<file path="src/rtl/sram_like_axi_bridge.sv">
// sram_like_axi_bridge
//
// Bridges two SRAM-like masters (instruction side and data side) onto a single
// AXI master port, one transaction at a time. The data side wins arbitration in
// IDLE. Reads go IDLE -> RD_ADDR -> RD_DATA -> IDLE; data writes go
// IDLE -> WR_REQ -> WR_RESP -> IDLE, with AW and W issued together and retired
// independently.
//
// Ports
//   clk, rst              clock, synchronous active-high reset
//   inst_*                instruction-side SRAM-like port (read only)
//   data_*                data-side SRAM-like port (read / write)
//   ar*, r*               AXI read address / read data channels
//   aw*, w*, b*           AXI write address / write data / write response channels
module sram_like_axi_bridge (
    input  logic        clk,
    input  logic        rst,

    input  logic        inst_req,
    input  logic        inst_wr,
    input  logic [1:0]  inst_size,
    input  logic [31:0] inst_addr,
    input  logic [31:0] inst_wdata,
    output logic        inst_addr_ok,
    output logic        inst_data_ok,
    output logic [31:0] inst_rdata,

    input  logic        data_req,
    input  logic        data_wr,
    input  logic [1:0]  data_size,
    input  logic [31:0] data_addr,
    input  logic [31:0] data_wdata,
    output logic        data_addr_ok,
    output logic        data_data_ok,
    output logic [31:0] data_rdata,

    output logic [3:0]  arid,
    output logic [31:0] araddr,
    output logic [7:0]  arlen,
    output logic [2:0]  arsize,
    output logic [1:0]  arburst,
    output logic [1:0]  arlock,
    output logic [3:0]  arcache,
    output logic [2:0]  arprot,
    output logic        arvalid,
    input  logic        arready,

    input  logic [3:0]  rid,
    input  logic [31:0] rdata,
    input  logic [1:0]  rresp,
    input  logic        rlast,
    input  logic        rvalid,
    output logic        rready,

    output logic [3:0]  awid,
    output logic [31:0] awaddr,
    output logic [7:0]  awlen,
    output logic [2:0]  awsize,
    output logic [1:0]  awburst,
    output logic [1:0]  awlock,
    output logic [3:0]  awcache,
    output logic [2:0]  awprot,
    output logic        awvalid,
    input  logic        awready,

    output logic [3:0]  wid,
    output logic [31:0] wdata,
    output logic [3:0]  wstrb,
    output logic        wlast,
    output logic        wvalid,
    input  logic        wready,

    input  logic [1:0]  bresp,
    input  logic        bvalid,
    output logic        bready
);

    localparam logic [2:0] StIdle   = 3'd0;
    localparam logic [2:0] StRdAddr = 3'd1;
    localparam logic [2:0] StRdData = 3'd2;
    localparam logic [2:0] StWrReq  = 3'd3;
    localparam logic [2:0] StWrResp = 3'd4;

    logic [2:0]  state_q, state_d;
    logic [31:0] addr_q, addr_d;
    logic [1:0]  size_q, size_d;
    logic [31:0] wdata_q, wdata_d;
    logic        src_q, src_d;       // 0 = inst, 1 = data
    logic        aw_done_q, aw_done_d;
    logic        w_done_q, w_done_d;

    logic grant_data, grant_inst;
    logic aw_hs, w_hs;
    logic rd_fire, wr_fire;

    // Only the response ready ever qualifies a response, so stray
    // rvalid/bvalid outside their state have no effect.
    assign rd_fire = (state_q == StRdData) && rvalid && !rst;
    assign wr_fire = (state_q == StWrResp) && bvalid && !rst;

    // Grant only from IDLE, so no grant can coincide with a data_ok.
    assign grant_data = (state_q == StIdle) && data_req && !rst;
    assign grant_inst = (state_q == StIdle) && inst_req && !data_req && !rst;

    assign aw_hs = awvalid && awready;
    assign w_hs  = wvalid && wready;

    always_comb begin
        state_d   = state_q;
        addr_d    = addr_q;
        size_d    = size_q;
        wdata_d   = wdata_q;
        src_d     = src_q;
        aw_done_d = aw_done_q;
        w_done_d  = w_done_q;

        case (state_q)
            StIdle: begin
                if (grant_data) begin
                    addr_d  = data_addr;
                    size_d  = data_size;
                    wdata_d = data_wdata;
                    src_d   = 1'b1;
                    state_d = data_wr ? StWrReq : StRdAddr;
                end else if (grant_inst) begin
                    addr_d  = inst_addr;
                    size_d  = inst_size;
                    wdata_d = 32'h0;
                    src_d   = 1'b0;
                    state_d = StRdAddr;
                end
            end
            StRdAddr: begin
                if (arready) state_d = StRdData;
            end
            StRdData: begin
                if (rvalid) state_d = StIdle;
            end
            StWrReq: begin
                aw_done_d = aw_done_q || aw_hs;
                w_done_d  = w_done_q || w_hs;
                // Covers both handshakes landing in the same cycle.
                if (aw_done_d && w_done_d) begin
                    state_d   = StWrResp;
                    aw_done_d = 1'b0;
                    w_done_d  = 1'b0;
                end
            end
            StWrResp: begin
                if (bvalid) state_d = StIdle;
            end
            default: state_d = StIdle;
        endcase
    end

    always_ff @(posedge clk) begin
        if (rst) begin
            state_q   <= StIdle;
            addr_q    <= 32'h0;
            size_q    <= 2'd0;
            wdata_q   <= 32'h0;
            src_q     <= 1'b0;
            aw_done_q <= 1'b0;
            w_done_q  <= 1'b0;
        end else begin
            state_q   <= state_d;
            addr_q    <= addr_d;
            size_q    <= size_d;
            wdata_q   <= wdata_d;
            src_q     <= src_d;
            aw_done_q <= aw_done_d;
            w_done_q  <= w_done_d;
        end
    end

    // SRAM-like side
    assign inst_addr_ok = grant_inst;
    assign data_addr_ok = grant_data;
    assign inst_data_ok = rd_fire && !src_q;
    assign data_data_ok = (rd_fire && src_q) || wr_fire;
    assign inst_rdata   = rdata;
    assign data_rdata   = rdata;

    // Valid/ready purely from state decode and done flags.
    assign arvalid = (state_q == StRdAddr) && !rst;
    assign rready  = (state_q == StRdData) && !rst;
    assign awvalid = (state_q == StWrReq) && !aw_done_q && !rst;
    assign wvalid  = (state_q == StWrReq) && !w_done_q && !rst;
    assign bready  = (state_q == StWrResp) && !rst;

    assign arid    = {3'b000, src_q};
    assign araddr  = addr_q;
    assign arsize  = {1'b0, size_q};
    assign arlen   = 8'd0;
    assign arburst = 2'b01;
    assign arlock  = 2'b00;
    assign arcache = 4'd0;
    assign arprot  = 3'd0;

    assign awid    = 4'd1;
    assign awaddr  = addr_q;
    assign awsize  = {1'b0, size_q};
    assign awlen   = 8'd0;
    assign awburst = 2'b01;
    assign awlock  = 2'b00;
    assign awcache = 4'd0;
    assign awprot  = 3'd0;

    assign wid   = 4'd1;
    assign wdata = wdata_q;
    assign wlast = 1'b1;

    always_comb begin
        case (size_q)
            2'd0:    wstrb = 4'b0001 << addr_q[1:0];
            2'd1:    wstrb = addr_q[1] ? 4'b1100 : 4'b0011;
            default: wstrb = 4'b1111;
        endcase
    end

    logic unused_inputs;
    assign unused_inputs = ^{inst_wr, inst_wdata, rid, rresp, rlast, bresp};

endmodule

</file>
<file path="config.mk">
export PLATFORM = sky130hd
export DESIGN_NAME = sram_like_axi_bridge
export DESIGN_NICKNAME = d
export VERILOG_FILES = /design/src/rtl/sram_like_axi_bridge.sv
export SDC_FILE = /design/constraint.sdc
export NUM_CORES = 1
export LEC_CHECK = 0
export CORE_AREA = 2 2 159 161
export CTS_CLUSTER_SIZE = 30
export DETAILED_ROUTE_END_ITERATION = 10
export DIE_AREA = 0 0 161 163
export PLACE_DENSITY_LB_ADDON = 0.25
export SLEW_MARGIN = 40
export SYNTH_ARGS = -nofsm -noshare
export SYNTH_HDL_FRONTEND = slang
export SYNTH_SLANG_ARGS = --single-unit
</file>
<file path="constraint.sdc">
create_clock -name clk -period 2.75 [get_ports clk]
set_input_delay 0.275 -clock clk [delete_from_list [all_inputs] [get_ports clk]]
set_output_delay 0.275 -clock clk [all_outputs]
set_load 0.1 [all_outputs]
</file>
==> results.cfg <==
[floorplanning]
row_count = 58
area_of_the_core_mm2 = 0.02467
pin_count = 414
start_util = 0.1585
dieHeight_um = 163
floorplan.die.width_um = 161
floorplan_die_area_mm2 = 0.02624

[timing]
relSlewSlack = 0.6297
final.setup.tns_ps = 0
slew_violations = 0
fin_ws_ps = 398.8
finalHoldViolCount = 0
min_cycle_time_layout_ps = 2351
max_clock_freq_mhz = 425.3
post-route-period-util = 0.8550
rsz0062_at_grt = no
largest_clock_skew_in_the_final_design_ps = 7.395
timing_worst_slew_pin_value_ps = 552.4
report.final.setup_viol = 0

[grt]
grt_first_pass_wirelength_um = 19450
grt_max_degree = 35
track_usage = 0.09826
grt.overflow.total = 0
grt_pass1_vias = 3316
grt_antenna_before_repair = 0

[synthesis]
synthesis.yosys.warnings = 0
postSynthRegisterBits = 72
synth_sequential_area_ratio = 0.3685
post_synth.cell_area_avg_um2 = 8.429
post_synth_instance_area_mm2 = 0.003911
synth-edff-count = 0
post_synth_inst_count = 464
yosys.cell_types.count = 33
ys.flop_type = dfxtp_1
async_flop_share = 0

[critical_path]
worst_ep_required_time_ps = 2480
critPathArrivalTime_ps = 2080
critical_path_class = reg2out
crit_path_start_kind = register
worst_path_largest_cell_delay_ps = 560
crit_chain = or3_1 -> or3_2 -> inv_1 -> buf_12
rrSetupSlack_ps = 600
worst_path_dominant_cell_family = simple AND/OR/NAND/NOR gates
critPathBufInv = 2
crit_path_end_kind = output port
worst_path_cell_with_the_longest_stage_delay = or3_2
regToRegStartpoint = state_q[2]
worst-path-max-fanout = 7
worstSetupStartpoint = state_q[2]

[power_and_ir_drop]
total_power_mw = 5.308
power_frac_clock = 0.211
intPower_mw = 2.394
vdd_drop_max_mv = 0.3423
power_density_mw_per_mm2 = 939.1
power_frac_seq = 0.241
leakage_nw = 2.425
power_switching_share = 0.5490
comb_power_share = 0.548
power_switching_mw = 2.914

[placed_design]
sum_of_net_half_perimeters_after_detailed_placement_um = 9595
globalplace.congestion = 0.7216
dp_worst_setup_slack_ps = 522.4
port-buffer-count = 223
postPlaceCellArea_mm2 = 0.005378

[layout]
num-fill-cells = 2756
post-route-util = 0.2291
seq_area_mm2 = 0.001441
multi_input_area_mm2 = 0.001415
drive_above_1_share = 0.2699
diodes_inserted = 0
net_count_of_the_finished_layout = 768
area_growth_pct = 44.50
postLayoutCellArea_mm2 = 0.005652

[route]
initialDrtViolationCount = 115
route.vias.total = 3353
final_routed_drc_violation_total = 0
route.final.wire_length_um = 13360
firstDrtPassIters = 4
post_drt_wl_per_cell_um = 14.53
ant_nets_after_route = 0
vias_per_cell = 3.649

[worst_hold_path]
hold_class = in2reg
timing.hold.worst.start = rst

[clock_network]
clk-insertion-delay-late_ps = 340
cts_htree_levels = 3
cts_made_buffers = 9
cts.repair_timing.setup_buffer_count = 0
ctsResizeCount = 0
cts_hold_repair.buffers = 0
cts-root-buf = clkbuf_16
cts_buffer_depth = 2
tritoncts = yes
path_clk_slew_ps = 60
cts_num_sinks = 72

[job]
max_cap_viol_count = 0

[status]
outcome = completed
cell type report:
class,instances,share of cell area
clock buffer,10,0.04228
sequential,72,0.2550
tap,330,0.07306
inverter,5,0.003321
clock inverter,6,0.006199
multi-input combinational,260,0.2504
timing repair buffer,236,0.3697
sequential cells by signal (all words and copies together) (netlist names):
name and count:
araddr 32, aw_done_q 1, size_q 2, src_q 1, state_q 3, w_done_q 1
wdata 32
worst min-delay path: cells and delay by family:
kind / cells / cell delay, ps
and+or+nand+nor: 1 / 130
buffers and inverters: 2 / 350
power groups by stage:
stage	logic [mW]	clock network [mW]	registers, mW
after global placement	2.92	0	1.30
after global routing	3.00	1.23	1.30
final	2.91	1.12	1.28
after detailed placement	2.92	0	1.30
after floorplan	2.03	0	2.14
after CTS	2.93	1.20	1.28
logic make-up after synthesis:
family | synth area share
other | 0.001920
and+or+nand+nor | 0.1404
DFF | 0.3685
buffers and inverters | 0.3298
AOI/OAI and AO/OA | 0.1593
Yosys cell counts, types with 2 or more instances:
cell type	count	area, um^2
buf_2	8	40.04
dfxtp_1	72	1441
a21o_1	3	22.52
nand2b_1	4	25.02
a22o_1	12	105.1
a22oi_1	21	157.7
nor2b_1	2	12.51
clkbuf_1	11	41.29
o22ai_2	2	25.02
buf_1	3	11.26
or3_1	2	12.51
nor3_1	42	210.2
o21bai_1	2	15.01
o22ai_1	32	200.2
nor2_1	66	247.7
buf_4	151	1134
conb_1	2	7.510
inv_1	5	18.77
buf_6	4	45.04
a21oi_1	6	30.03
nand2_1	2	7.510
final timing paths:
kind                                      to  cells past startpoint
worst min register to register      wdata[3]                      1
worst min-delay path              state_q[0]                      3
worst max-delay path            inst_addr_ok                      4
worst max register to register     araddr[1]                      5
placed cells by master (no fill, tap or decap), types with 2 or more instances in the layout:
| cell type | n |
|---|---|
| o21bai_2 | 2 |
| buf_4 | 123 |
| clkinvlp_4 | 2 |
| nor3_2 | 4 |
| clkbuf_16 | 9 |
| dfxtp_1 | 72 |
| nor2b_1 | 2 |
| a22o_1 | 12 |
| o22ai_1 | 32 |
| o22ai_2 | 2 |
| inv_1 | 5 |
| buf_12 | 4 |
| a21o_1 | 3 |
| nor3_1 | 38 |
| nor2_1 | 65 |
| nand2b_1 | 4 |
| clkdlybuf4s50_1 | 108 |
| nand2_1 | 2 |
| a21oi_1 | 5 |
| a22oi_1 | 21 |
| conb_1 | 52 |
| clkinv_2 | 4 |
through the flow:
stage                     cells  hold WS (ps)
final                       919         468.2
after detailed placement    903         460.5
after global placement      903         462.1
after floorplan             514         408.2
after global routing        919         497.6
after CTS                   919         459.2
metal layers:
metal,routed length (um),track usage,vias to the layer above
li1,-,-,1627
met1,5350,0.1107,1519
met2,6265,0.1592,167
met3,1106,0.03718,40
met4,634,0.05722,0
met5,0,0,-
(Power assumes the default switching activity.)
